[src/rtl/minefield_game_ctrl.sv]
// Game sequencer: new-game accept, filler handshake with timeout, win/loss tracking, seconds timer.
// Optional build macro FIRST_CLICK_SAFE_EN regenerates the field when the first fresh reveal is a mine.
module minefield_game_ctrl #(
    parameter int MAX_CELL_WIDTH  = 30,
    parameter int MAX_CELL_HEIGHT = 16,
    parameter int MINES_W         = 7,
    parameter int CLK_FREQ_HZ     = 40_000_000,
    parameter int FILL_TIMEOUT    = 65535,
    localparam int CW = $clog2(MAX_CELL_WIDTH),
    localparam int CH = $clog2(MAX_CELL_HEIGHT)
) (
    input  logic               clk,
    input  logic               rst,
    input  logic               new_game_i,
    input  logic [1:0]         difficulty_i,
    output logic               fill_start_o,
    input  logic               fill_finished_i,
    output logic [CW-1:0]      field_width_o,
    output logic [CH-1:0]      field_height_o,
    output logic [MINES_W-1:0] mines_count_o,
    input  logic               reveal_i,
    input  logic               reveal_fresh_i,
    input  logic               reveal_is_mine_i,
    output logic               reveal_retry_o,
    output logic               busy_o,
    output logic               playing_o,
    output logic               won_o,
    output logic               lost_o,
    output logic               fault_o,
    output logic [9:0]         seconds_o
);

    localparam int PW = (CLK_FREQ_HZ > 1) ? $clog2(CLK_FREQ_HZ) : 1;
    localparam int TW = $clog2(FILL_TIMEOUT + 1);

    typedef enum logic [2:0] {
        S_IDLE,
        S_FILL,
        S_PLAY,
        S_WON,
        S_LOST,
        S_FAULT
    } state_t;

    state_t              state, state_n;
    logic [8:0]          safe_left;
    logic [PW-1:0]       presc;
    logic [TW-1:0]       tmo_cnt;
    logic                accept;
    logic                fresh_rev;
    logic                regen;
    logic [CW-1:0]       p_w;
    logic [CH-1:0]       p_h;
    logic [MINES_W-1:0]  p_m;
    logic [8:0]          p_safe;
    int                  p_area;

    always_comb begin
        p_w = CW'(9);
        p_h = CH'(9);
        p_m = MINES_W'(10);
        case (difficulty_i)
            2'd1: begin
                p_w = CW'(15);
                p_h = CH'(15);
                p_m = MINES_W'(40);
            end
            2'd2: begin
                p_w = CW'(29);
                p_h = CH'(15);
                p_m = MINES_W'(99);
            end
            default: ;
        endcase
        p_area = int'(p_w) * int'(p_h) - int'(p_m);
        p_safe = p_area[8:0];
    end

    assign accept    = new_game_i && (state != S_FILL);
    // A same-cycle new game drops the reveal entirely.
    assign fresh_rev = (state == S_PLAY) && reveal_i && reveal_fresh_i && !new_game_i;

`ifdef FIRST_CLICK_SAFE_EN
    logic first_reveal;
    logic retry_pend;
    assign regen = fresh_rev && reveal_is_mine_i && first_reveal;
`else
    assign regen = 1'b0;
    assign reveal_retry_o = 1'b0;
`endif

    always_comb begin
        state_n = state;
        case (state)
            S_FILL: begin
                if (fill_finished_i)
                    state_n = S_PLAY;
                else if (tmo_cnt == TW'(FILL_TIMEOUT - 1))
                    state_n = S_FAULT;
            end
            S_PLAY: begin
                if (regen)
                    state_n = S_FILL;
                else if (fresh_rev && reveal_is_mine_i)
                    state_n = S_LOST;
                else if (fresh_rev && (safe_left == 9'd1))
                    state_n = S_WON;
            end
            default: ;
        endcase
        if (accept)
            state_n = S_FILL;
    end

    always_ff @(posedge clk or negedge rst) begin
        if (!rst) begin
            state          <= S_IDLE;
            busy_o         <= 1'b0;
            playing_o      <= 1'b0;
            won_o          <= 1'b0;
            lost_o         <= 1'b0;
            fault_o        <= 1'b0;
            fill_start_o   <= 1'b0;
            field_width_o  <= CW'(9);
            field_height_o <= CH'(9);
            mines_count_o  <= MINES_W'(10);
            safe_left      <= 9'd71;
            presc          <= '0;
            seconds_o      <= '0;
            tmo_cnt        <= '0;
        end else begin
            state        <= state_n;
            busy_o       <= (state_n == S_FILL);
            playing_o    <= (state_n == S_PLAY);
            won_o        <= (state_n == S_WON);
            lost_o       <= (state_n == S_LOST);
            fault_o      <= (state_n == S_FAULT);
            fill_start_o <= accept || regen;
            if (accept) begin
                field_width_o  <= p_w;
                field_height_o <= p_h;
                mines_count_o  <= p_m;
                safe_left      <= p_safe;
                presc          <= '0;
                seconds_o      <= '0;
                tmo_cnt        <= '0;
            end else begin
                if (regen)
                    tmo_cnt <= '0;
                else if (state == S_FILL)
                    tmo_cnt <= tmo_cnt + 1'b1;
                if (fresh_rev && !reveal_is_mine_i)
                    safe_left <= safe_left - 9'd1;
                if (state == S_PLAY) begin
                    if (presc == PW'(CLK_FREQ_HZ - 1)) begin
                        presc <= '0;
                        if (seconds_o < 10'd999)
                            seconds_o <= seconds_o + 10'd1;
                    end else begin
                        presc <= presc + 1'b1;
                    end
                end
            end
        end
    end

`ifdef FIRST_CLICK_SAFE_EN
    // Retry request fires as the regenerated field comes back into play.
    always_ff @(posedge clk or negedge rst) begin
        if (!rst) begin
            first_reveal   <= 1'b0;
            retry_pend     <= 1'b0;
            reveal_retry_o <= 1'b0;
        end else begin
            reveal_retry_o <= 1'b0;
            if (accept) begin
                first_reveal <= 1'b1;
                retry_pend   <= 1'b0;
            end else begin
                if (fresh_rev && !reveal_is_mine_i)
                    first_reveal <= 1'b0;
                if (regen)
                    retry_pend <= 1'b1;
                else if ((state == S_FILL) && fill_finished_i) begin
                    retry_pend     <= 1'b0;
                    reveal_retry_o <= retry_pend;
                end
            end
        end
    end
`endif

endmodule

[config.mk]
export PLATFORM = sky130hd
export DESIGN_NAME = minefield_game_ctrl
export DESIGN_NICKNAME = d
export VERILOG_FILES = /design/src/rtl/minefield_game_ctrl.sv
export SDC_FILE = /design/constraint.sdc
export NUM_CORES = 1
export LEC_CHECK = 0
export ABC_CLOCK_PERIOD_IN_PS = 2040
export CORE_MARGIN = 1.5
export CORE_UTILIZATION = 40
export CTS_CLUSTER_DIAMETER = 60
export DETAILED_ROUTE_END_ITERATION = 7
export HOLD_SLACK_MARGIN = 0.15
export SKIP_CTS_REPAIR_TIMING = 1
export SYNTH_ARGS = -nofsm -noshare
export SYNTH_HDL_FRONTEND = slang
export SYNTH_SLANG_ARGS = --single-unit
export TNS_END_PERCENT = 100
[constraint.sdc]
create_clock -name clk -period 2.04 [get_ports clk]
set_input_delay 0.204 -clock clk [delete_from_list [all_inputs] [get_ports clk]]
set_output_delay 0.204 -clock clk [all_outputs]
set_load 0.05 [all_outputs]
==> impl_summary.txt, run 1 <==
----------------------------------------------------
[Floorplanning]
  Full die area ... 11000 um2
  Initial Utilization ... 41.9%
  Height of the chip ... 105 um
  Horiz. Die Dim ... 105 um
  Placement row count ... 36
  Core region area ... 9910 um2
  I/O pin count ... 42

[Drt]
  Drt via density ... 5.47
  Number of search-and-repair iterations in the first detailed-routing pass ... 5
  Remaining number of nets flagged by the antenna check after routing ... 0
  Drt wl/cell ... 14.9 um
  Count of vias placed by the detailed router ... 3580
  DR DRC count ... 0
  Routed WL ... 9.73 mm
  Count of routing violations after the opening detailed-route iteration ... 187

[STA]
  Total Negative Setup Slacks ... 0 ns
  RSZ-0062 raised after global routing ... yes
  Worst-Margin Slew ... 0.508 ns
  Worst setup margin ... 0.0731 ns
  Max frequency ... 508 MHz
  Worst relative slew slack ... 66.0%
  Final period demand of the worst path ... 1.97 ns
  Final setup violation count ... 0
  Post-route clock skew ... 0.00877 ns
  Final Max Slew Viols ... 0
  Final hold violation count ... 0
  Worst hold slack ... 0.323 ns
  Crit share post-route ... 96.4%

[Synthesis]
  Combinational family with the most area after synthesis ... simple AND/OR/NAND/NOR gates
  Gate Count Post-Synth ... 442
  Synth Area in Simple Gates ... 26.3%
  Warnings, synthesis ... 0
  Mux share of post-synthesis cell area ... 2.17%
  Netlist Area Pre-Place ... 4150 um2
  EDFF count, synth ... 0
  Xor and xnor area share after synthesis ... 3.38%
  Compound-cell area share of the yosys netlist ... 14.1%
  Post-synthesis adder-cell area fraction ... 3.02%
  Number of synthesized register bits ... 75
  Number of library cell types mapped by synthesis ... 56
  Fraction of the yosys area taken by sequential cells ... 45.4%
  Asr flop ratio synth ... 100%
  Dominant synthesized flop cell ... dfrtp_1
  Average size of a mapped cell ... 9.38 um2

[Critical path]
  Category of the most critical setup path ... register to register
  Crit-path slowest cell ... dfrtp_1
  Ordered cell list for the critical path ... and4bb_2 > nand4_1 > o21ai_4 > buf_4 > o21ai_0 > a22o_1
  Worst Reg2Reg Path Length in Cells ... 6
  Largest incremental delay on the critical path ... 0.43 ns
  Worst path arrival time ... 2.21 ns
  Maximum fanout encountered on the critical timing path ... 7
  WP data required ... 2.28 ns
  Launching element type of the critical path ... register
  Critical path endpoint category ... register

[Placement]
  Placement Cell Area ... 4890 um2
  Global placement routability congestion ... 0.876
  Cell count after placement ... 632
  Setup slack at placement ... -0.0244 ns
  Buffers added on ports ... 34
  Half-perimeter wire length after detailed placement ... 6.95 mm

[Power]
  Pwr Density ... 1100 nW/um2
  Leakage power ... 2.28 nW
  Worst ir drop on vdd ... 0.887 mV

[Final layout]
  Finished Layout Cells ... 654
  Most common cell after layout, fill and taps aside ... dfrtp_1
  Layout cells sized above 1 ... 18.2%
  Final-stage net count ... 535
  Final std cell area, no fill ... 5180 um2
  Antenna fix cells ... 0
  Most used cells in the layout excluding fill and tap cells ... 67 x dfrtp_1, 52 x buf_4, 44 x nand3_1, 42 x nand2_1, 33 x clkdlybuf4s50_1
  Area grow syn2layout ... 25.0%

[Clock network]
  Clock insertion delay at the later pin of the skew report ... 0.36 ns
  Worst-case clock buffer depth ... 2
  Clock-pin transition on the worst setup and hold timing paths ... 0.08 ns
  Number of buffers added by the clock tree synthesis step ... 9
  TritonCTS clock tree ... yes
  Num Clock Sinks ... 75
  Clk Tree Root Cell ... clkbuf_8
  H-tree depth reported by CTS ... 3

[GRT]
  Via count of the first global-routing pass ... 3473
  Global-route wire length before repair ... 16.9 mm
  Maximum number of pins on one net before global-route repair ... 48
  Initial antenna violation count ... 0
  GR Util All Layers ... 19.1%
  Overall overflow remaining after global route ... 0

[Worst hold path]
  Path type of the worst min-delay path ... input pin to async pin

[Flow run]
  Max Cap Violations ... 0

[Run status]
  Run status ... completed

----------------------------------------------------
worst max-delay path, delay by kind of cell, from the launching register on:
kind	cells	cell delay, ns
AOI/OAI and AO/OA	3	0.67
DFF	1	0.43
and+or+nand+nor	2	0.57
buffers and inverters	1	0.20
routing by layer:
layer  GRT usage [%]  vias up  wire length (um)  share of wire [%]
met5               0        -                 0                  0
met4            7.05        0               157                1.6
met3            2.74       14               414                4.3
met2            29.9       91              4380                 45
met1            26.9     1716              4780                 49
li1                -     1759                 -                  -
path summary, 6_finish.rpt:
check | endpoint | slack, ns | from
worst max-delay path | presc[14] | 0.07 | presc[15]
worst min-delay path | busy_o | 0.32 | rst
worst max register to register | presc[14] | 0.07 | presc[15]
worst min register to register | field_width_o[1] | 0.48 | field_width_o[1]
max in group asynchronous | mines_count_o[1] | 1.06 | rst
min in group clk | field_width_o[1] | 0.48 | field_width_o[1]
report_power, final:
part / leakage [nW] / total, mW / internal (mW) / switching (mW)
combinational: 1.20 / 2.53 / 0.981 / 1.55
sequential: 0.988 / 2.09 / 1.83 / 0.258
clock: 0.0886 / 1.08 / 0.460 / 0.619
per-stage QoR:
| step | utilization (%) | power, mW |
|---|---|---|
| 2_1_floorplan | - | 3.68 |
| 3_3_place_gp | 49.4 | 4.50 |
| 3_5_place_dp | 49.4 | 4.55 |
| 4_1_cts | 51.2 | 5.65 |
| 5_1_grt | 52.3 | 6.06 |
| 6_report | 52.3 | 5.69 |
layout make-up:
type | count | area [um2]
clock buffer | 9 | 124
fill | 935 | 4720
clock inverter | 7 | 57.6
multi-input combinational | 329 | 2120
inverter | 12 | 45.0
timing repair buffer | 89 | 782
sequential | 75 | 1890
tap | 133 | 166
registers in the layout (all words and copies together) (netlist names):
signal,cells
lost_o,1
fault_o,1
fill_start_o,1
won_o,1
busy_o,1
tmo_cnt,16
seconds_o,10
safe_left,9
mines_count_o,3
presc,26
state,3
field_width_o,2
playing_o,1
cells in the mapped netlist (all sizes together), types with 3 or more instances:
library cell / n / area share, %
and3: 12 / 1.8
dfrtp: 69 / 42
ha: 10 / 3.0
xnor2: 9 / 1.9
and3b: 4 / 0.84
nand2: 45 / 4.1
xor2: 7 / 1.5
or3: 3 / 0.45
inv: 12 / 1.1
or4: 7 / 1.3
a21oi: 20 / 2.5
and4: 9 / 2.0
a31oi: 6 / 0.91
buf: 26 / 3.9
nand3: 44 / 5.3
o211ai: 4 / 0.72
nor2: 28 / 2.5
o31ai: 7 / 1.3
and2: 3 / 0.45
nand4: 12 / 1.8
nor3: 8 / 0.97
nand4b: 3 / 0.63
nor2b: 7 / 1.1
o21ai: 21 / 2.6
nor4: 6 / 0.91
mux2i: 9 / 2.2
nand2b: 4 / 0.60
a22o: 4 / 0.84
a221o: 4 / 0.97
dfstp: 6 / 3.8
clkbuf: 5 / 0.45
a21o: 3 / 0.54
kinds of logic after synthesis:
| kind of cell | Yosys count |
|---|---|
| AO/OA/AOI/OAI | 84 |
| buffers and inverters | 43 |
| other | 2 |
| AND/OR/NAND/NOR | 203 |
| multiplexers | 9 |
| flip-flops | 75 |
| adder cells (fa/ha/maj) | 10 |
| XOR/XNOR | 16 |
Note: power is estimated with default switching activity, not from simulation.
==> run 2, diff against run 1 <==
--- a/config.mk
+++ b/config.mk
@@ -6,6 +6,7 @@
 export NUM_CORES = 1
 export LEC_CHECK = 0
 export ABC_CLOCK_PERIOD_IN_PS = 2040
+export CORE_ASPECT_RATIO = 0.7
 export CORE_MARGIN = 1.5
 export CORE_UTILIZATION = 40
 export CTS_CLUSTER_DIAMETER = 60
==> impl_summary.txt, run 2 (synthesis gave the netlist of run 1 again) <==
----------------------------------------------------
[Run status]
  Run status ... completed

[Drt]
  Routed WL ... 10.3 mm
  Drt via density ... 5.54
  Remaining number of nets flagged by the antenna check after routing ... 0
  Number of search-and-repair iterations in the first detailed-routing pass ... 5
  Count of vias placed by the detailed router ... 3604
  Drt wl/cell ... 15.9 um
  DR DRC count ... 0
  Count of routing violations after the opening detailed-route iteration ... 326

[GRT]
  GR Util All Layers ... 20.2%
  Via count of the first global-routing pass ... 3444
  Overall overflow remaining after global route ... 0
  Maximum number of pins on one net before global-route repair ... 60
  Global-route wire length before repair ... 17.6 mm
  Initial antenna violation count ... 0

[Worst hold path]
  Worst Hold End ... tmo_cnt[15]
  Path type of the worst min-delay path ... register to register
  Start point of the worst min-delay path ... tmo_cnt[15]
  Worst Hold Path Cells ... 1

[Floorplanning]
  I/O pin count ... 42
  Horiz. Die Dim ... 125 um
  Placement row count ... 30
  Height of the chip ... 88.2 um
  Initial Utilization ... 42.0%
  Full die area ... 11000 um2
  Core region area ... 9870 um2

[Clock network]
  Clock insertion delay at the later pin of the skew report ... 0.34 ns
  Number of buffers added by the clock tree synthesis step ... 9
  Worst-case clock buffer depth ... 2
  Clock-pin transition on the worst setup and hold timing paths ... 0.06 ns
  Num Clock Sinks ... 75
  H-tree depth reported by CTS ... 3
  TritonCTS clock tree ... yes
  Clk Tree Root Cell ... clkbuf_16

[Final layout]
  Storage element area ... 1890 um2
  Register with the highest flop count ... presc
  Most used cells in the layout excluding fill and tap cells ... 67 x dfrtp_1, 56 x buf_4, 44 x nand3_1, 43 x nand2_1, 33 x clkdlybuf4s50_1
  Multi-input logic area ... 2120 um2
  Largest register FFs ... 26
  Most common cell after layout, fill and taps aside ... dfrtp_1
  Finished Layout Cells ... 651
  Final std cell area, no fill ... 5310 um2
  Final-stage net count ... 537
  Antenna fix cells ... 0
  Top flop regs ... presc (26), tmo_cnt (16), seconds_o (10)
  Area grow syn2layout ... 28.0%
  Layout cells sized above 1 ... 19.1%
  Layout fillers ... 911

[Power]
  Worst ir drop on vdd ... 0.702 mV
  Switching part of the total ... 38.7%
  Leakage power ... 2.33 nW
  Pwr Density ... 1210 nW/um2
  Total power ... 6.40 mW
  Relative contribution of combinational cells to total power ... 40.8%
  NetSw ... 2.48 mW
  Fraction of power consumed by the clock network ... 26.5%
  Portion of total power attributed to sequential cells ... 32.7%
  Internal power ... 3.92 mW

[Placement]
  Placement Cell Area ... 4930 um2
  Buffers added on ports ... 34
  Global placement routability congestion ... 0.934
  Half-perimeter wire length after detailed placement ... 7.46 mm
  Cell count after placement ... 634

[Critical path]
  Maximum fanout encountered on the critical timing path ... 9
  Worst Reg2Reg Path Length in Cells ... 7
  Terminus of the critical flop-to-flop path ... presc[22]
  Launching element type of the critical path ... register
  Critical path endpoint category ... register
  Flop-to-flop setup slack ... 0.06 ns
  Startpoint of the worst register-to-register path ... state[2]
  WP data required ... 2.31 ns
  Category of the most critical setup path ... register to register
  Worst path arrival time ... 2.25 ns

[STA]
  Final period demand of the worst path ... 1.98 ns
  Final setup violation count ... 0
  Post-route clock skew ... 0.00842 ns
  Crit share post-route ... 97.0%
  Worst relative slew slack ... 49.0%
  Final Max Slew Viols ... 0
  Max frequency ... 505 MHz
  Final hold violation count ... 0
  Worst hold slack ... 0.467 ns
  Worst-Margin Slew ... 0.765 ns
  Total Negative Setup Slacks ... 0 ns

[Flow run]
  Max Cap Violations ... 0

----------------------------------------------------
run 2: how the worst max path moves through the flow:
stage	to	depth (start not counted)	start
6_report	presc[22]	7	state[2]
4_1_cts	seconds_o[6]	5	presc[18]
2_1_floorplan	seconds_o[6]	6	seconds_o[0]
5_1_grt	presc[20]	7	state[2]
3_3_place_gp	seconds_o[2]	7	presc[18]
3_5_place_dp	presc[17]	6	new_game_i
run 2: power groups by stage:
stage / combinational (mW) / sequential, mW / clock [mW]
2_1_floorplan: 1.30 / 2.38 / 0
3_3_place_gp: 2.51 / 2.09 / 0
3_5_place_dp: 2.54 / 2.10 / 0
4_1_cts: 2.55 / 2.08 / 1.73
5_1_grt: 2.80 / 2.13 / 1.80
6_report: 2.61 / 2.09 / 1.70
run 2: layout make-up:
type | count | area share [%]
clock inverters | 6 | 1.70
flip-flops and latches | 75 | 35.5
inverters | 12 | 0.848
repair buffers | 91 | 14.7
well taps | 128 | 3.02
clock buffers | 10 | 4.31
multi-input cells | 329 | 39.9
run 2: through the flow:
step                      utilization (%)  worst slack (ns)
after floorplan                         -            0.0470
after detailed placement             49.9           -0.0605
after global routing                 53.8          -0.00326
after CTS                            53.1           -0.0314
after global placement               49.9           -0.0565
final                                53.8            0.0615
run 2: metal layers:
layer	GRT usage (%)	vias to the layer above	part of all wire, %
met3	5.01	13	6.2
li1	-	1751	-
met1	30.0	1715	52
met4	6.37	0	1.3
met2	29.0	125	41
met5	0	-	0
run 2: worst max-delay path, stage by stage, from the launching register on:
cell and delay, ns:
dfrtp_1 0.39, buf_4 0.16, nor2b_1 0.20, o21bai_2 0.13
and2_2 0.26, buf_4 0.18, or4_1 0.51, nand3_1 0.10
==> run 3, diff against run 2 <==
==> constraint.sdc (replaced) <==
create_clock -name clk -period 2.04 [get_ports clk]
set_input_delay 0.408 -clock clk [delete_from_list [all_inputs] [get_ports clk]]
set_output_delay 0.408 -clock clk [all_outputs]
set_load 0.05 [all_outputs]
==> impl_summary.txt, run 3 (synthesis gave the netlist of run 1 again) <==
----------------------------------------------------
[Run status]
  Run status ... completed

[Power]
  Fraction of power consumed by the clock network ... 25.2%
  NetSw ... 2.51 mW
  Total power ... 6.35 mW
  Switching part of the total ... 39.5%
  Pwr Density ... 1180 nW/um2
  Relative contribution of combinational cells to total power ... 41.9%
  Internal power ... 3.84 mW
  Portion of total power attributed to sequential cells ... 32.9%
  Worst ir drop on vdd ... 0.653 mV
  Leakage power ... 2.44 nW

[STA]
  Worst-Margin Slew ... 0.634 ns
  Max frequency ... 498 MHz
  Final Max Slew Viols ... 0
  Post-route clock skew ... 0.00871 ns
  Total Negative Setup Slacks ... 0 ns
  Worst relative slew slack ... 57.6%
  Final period demand of the worst path ... 2.01 ns
  Final setup violation count ... 0
  Final hold violation count ... 0
  Worst hold slack ... 0.475 ns
  Crit share post-route ... 98.4%

[Floorplanning]
  Initial Utilization ... 42.0%
  Height of the chip ... 88.2 um
  Core region area ... 9870 um2
  Full die area ... 11000 um2
  Placement row count ... 30
  Horiz. Die Dim ... 125 um
  I/O pin count ... 42

[Drt]
  Length of routed wiring on met1 ... 5.55 mm
  Drt wl/cell ... 16.0 um
  Drt via density ... 5.51
  Remaining number of nets flagged by the antenna check after routing ... 0
  Top layer in use ... met4
  Routed WL ... 10.6 mm
  Met2 Routed Length ... 4.41 mm
  Number of search-and-repair iterations in the first detailed-routing pass ... 5
  WL met3 ... 539 um
  DR DRC count ... 0
  Count of routing violations after the opening detailed-route iteration ... 303
  Count of vias placed by the detailed router ... 3639

[Flow run]
  Max Cap Violations ... 0

[GRT]
  Global-route wire length before repair ... 17.3 mm
  GR Util All Layers ... 20.1%
  Overall overflow remaining after global route ... 0
  Initial antenna violation count ... 0
  Maximum number of pins on one net before global-route repair ... 43
  Via count of the first global-routing pass ... 3336

[Final layout]
  Finished Layout Cells ... 660
  Final-stage net count ... 546
  Largest register FFs ... 26
  Area grow syn2layout ... 30.0%
  Layout cells sized above 1 ... 20.9%
  Most common cell after layout, fill and taps aside ... dfrtp_1
  Most used cells in the layout excluding fill and tap cells ... 67 x dfrtp_1, 66 x buf_4, 44 x nand3_1, 43 x nand2_1, 28 x nor2_1
  Fin util ... 54.6%
  Top flop regs ... presc (26), tmo_cnt (16), seconds_o (10)
  Antenna fix cells ... 0
  Register with the highest flop count ... presc

[Clock network]
  Clk Tree Root Cell ... clkbuf_16
  Num Clock Sinks ... 75
  Clock insertion delay at the later pin of the skew report ... 0.34 ns
  Number of buffers added by the clock tree synthesis step ... 9
  Clock-pin transition on the worst setup and hold timing paths ... 0.06 ns
  Worst-case clock buffer depth ... 2
  H-tree depth reported by CTS ... 3
  TritonCTS clock tree ... yes

[Placement]
  Global placement routability congestion ... 0.853
  Buffers added on ports ... 34
  Cell count after placement ... 639
  Half-perimeter wire length after detailed placement ... 7.55 mm

[Critical path]
  Category of the most critical setup path ... register to register
  WP data required ... 2.26 ns
  Worst path arrival time ... 2.23 ns
  Launching element type of the critical path ... register
  Critical path endpoint category ... register
  Maximum fanout encountered on the critical timing path ... 7

[Worst hold path]
  Path type of the worst min-delay path ... register to register

----------------------------------------------------
==> run 3: layout make-up <==
class / instances / area [um2]
repair buffers: 100 / 856
well taps: 128 / 160
clock inverters: 6 / 66.3
clock buffers: 10 / 229
fillers: 878 / 4480
multi-input cells: 329 / 2150
flip-flops and latches: 75 / 1890
inverters: 12 / 45.0
==> run 3: path summary, 6_finish.rpt <==
check / depth (start not counted) / slack, ns / end / start
min reg2reg: 2 / 0.47 / field_width_o[1] / field_width_o[1]
max in group asynchronous: 3 / 0.83 / fault_o / rst
max reg2reg: 7 / 0.03 / presc[6] / presc[23]
min: 2 / 0.47 / field_width_o[1] / field_width_o[1]
min in group asynchronous: 2 / 0.61 / seconds_o[6] / rst
max: 7 / 0.03 / presc[6] / presc[23]
==> run 3: critical path: stages (launching register included) <==
cell     delay (ns)
dfrtp_1        0.39
nor4_2         0.34
buf_4          0.18
nand4_1        0.12
buf_4          0.17
o21ai_4        0.18
nor2_1         0.18
a221o_1        0.33
==> run 3: through the flow <==
step / cell area [um2] / setup slack [ns]
2_1_floorplan: 4170 / 0.0470
3_3_place_gp: 4960 / -0.135
3_5_place_dp: 4960 / -0.201
4_1_cts: 5250 / -0.125
5_1_grt: 5390 / -0.0571
6_report: 5390 / 0.0329
==> run 3: power by group through the flow <==
stage	Combinational (mW)	Clock [mW]	Sequential (mW)
3_3_place_gp	2.55	0	2.10
4_1_cts	2.58	1.64	2.09
6_report	2.66	1.60	2.09
5_1_grt	2.87	1.70	2.14
2_1_floorplan	1.30	0	2.38
3_5_place_dp	2.58	0	2.10
==> run 3: routing by layer <==
metal	global-route usage, %	vias up
li1	-	1765
met1	30.6	1769
met2	28.5	95
met3	5.25	10
met4	4.39	0
met5	0	-
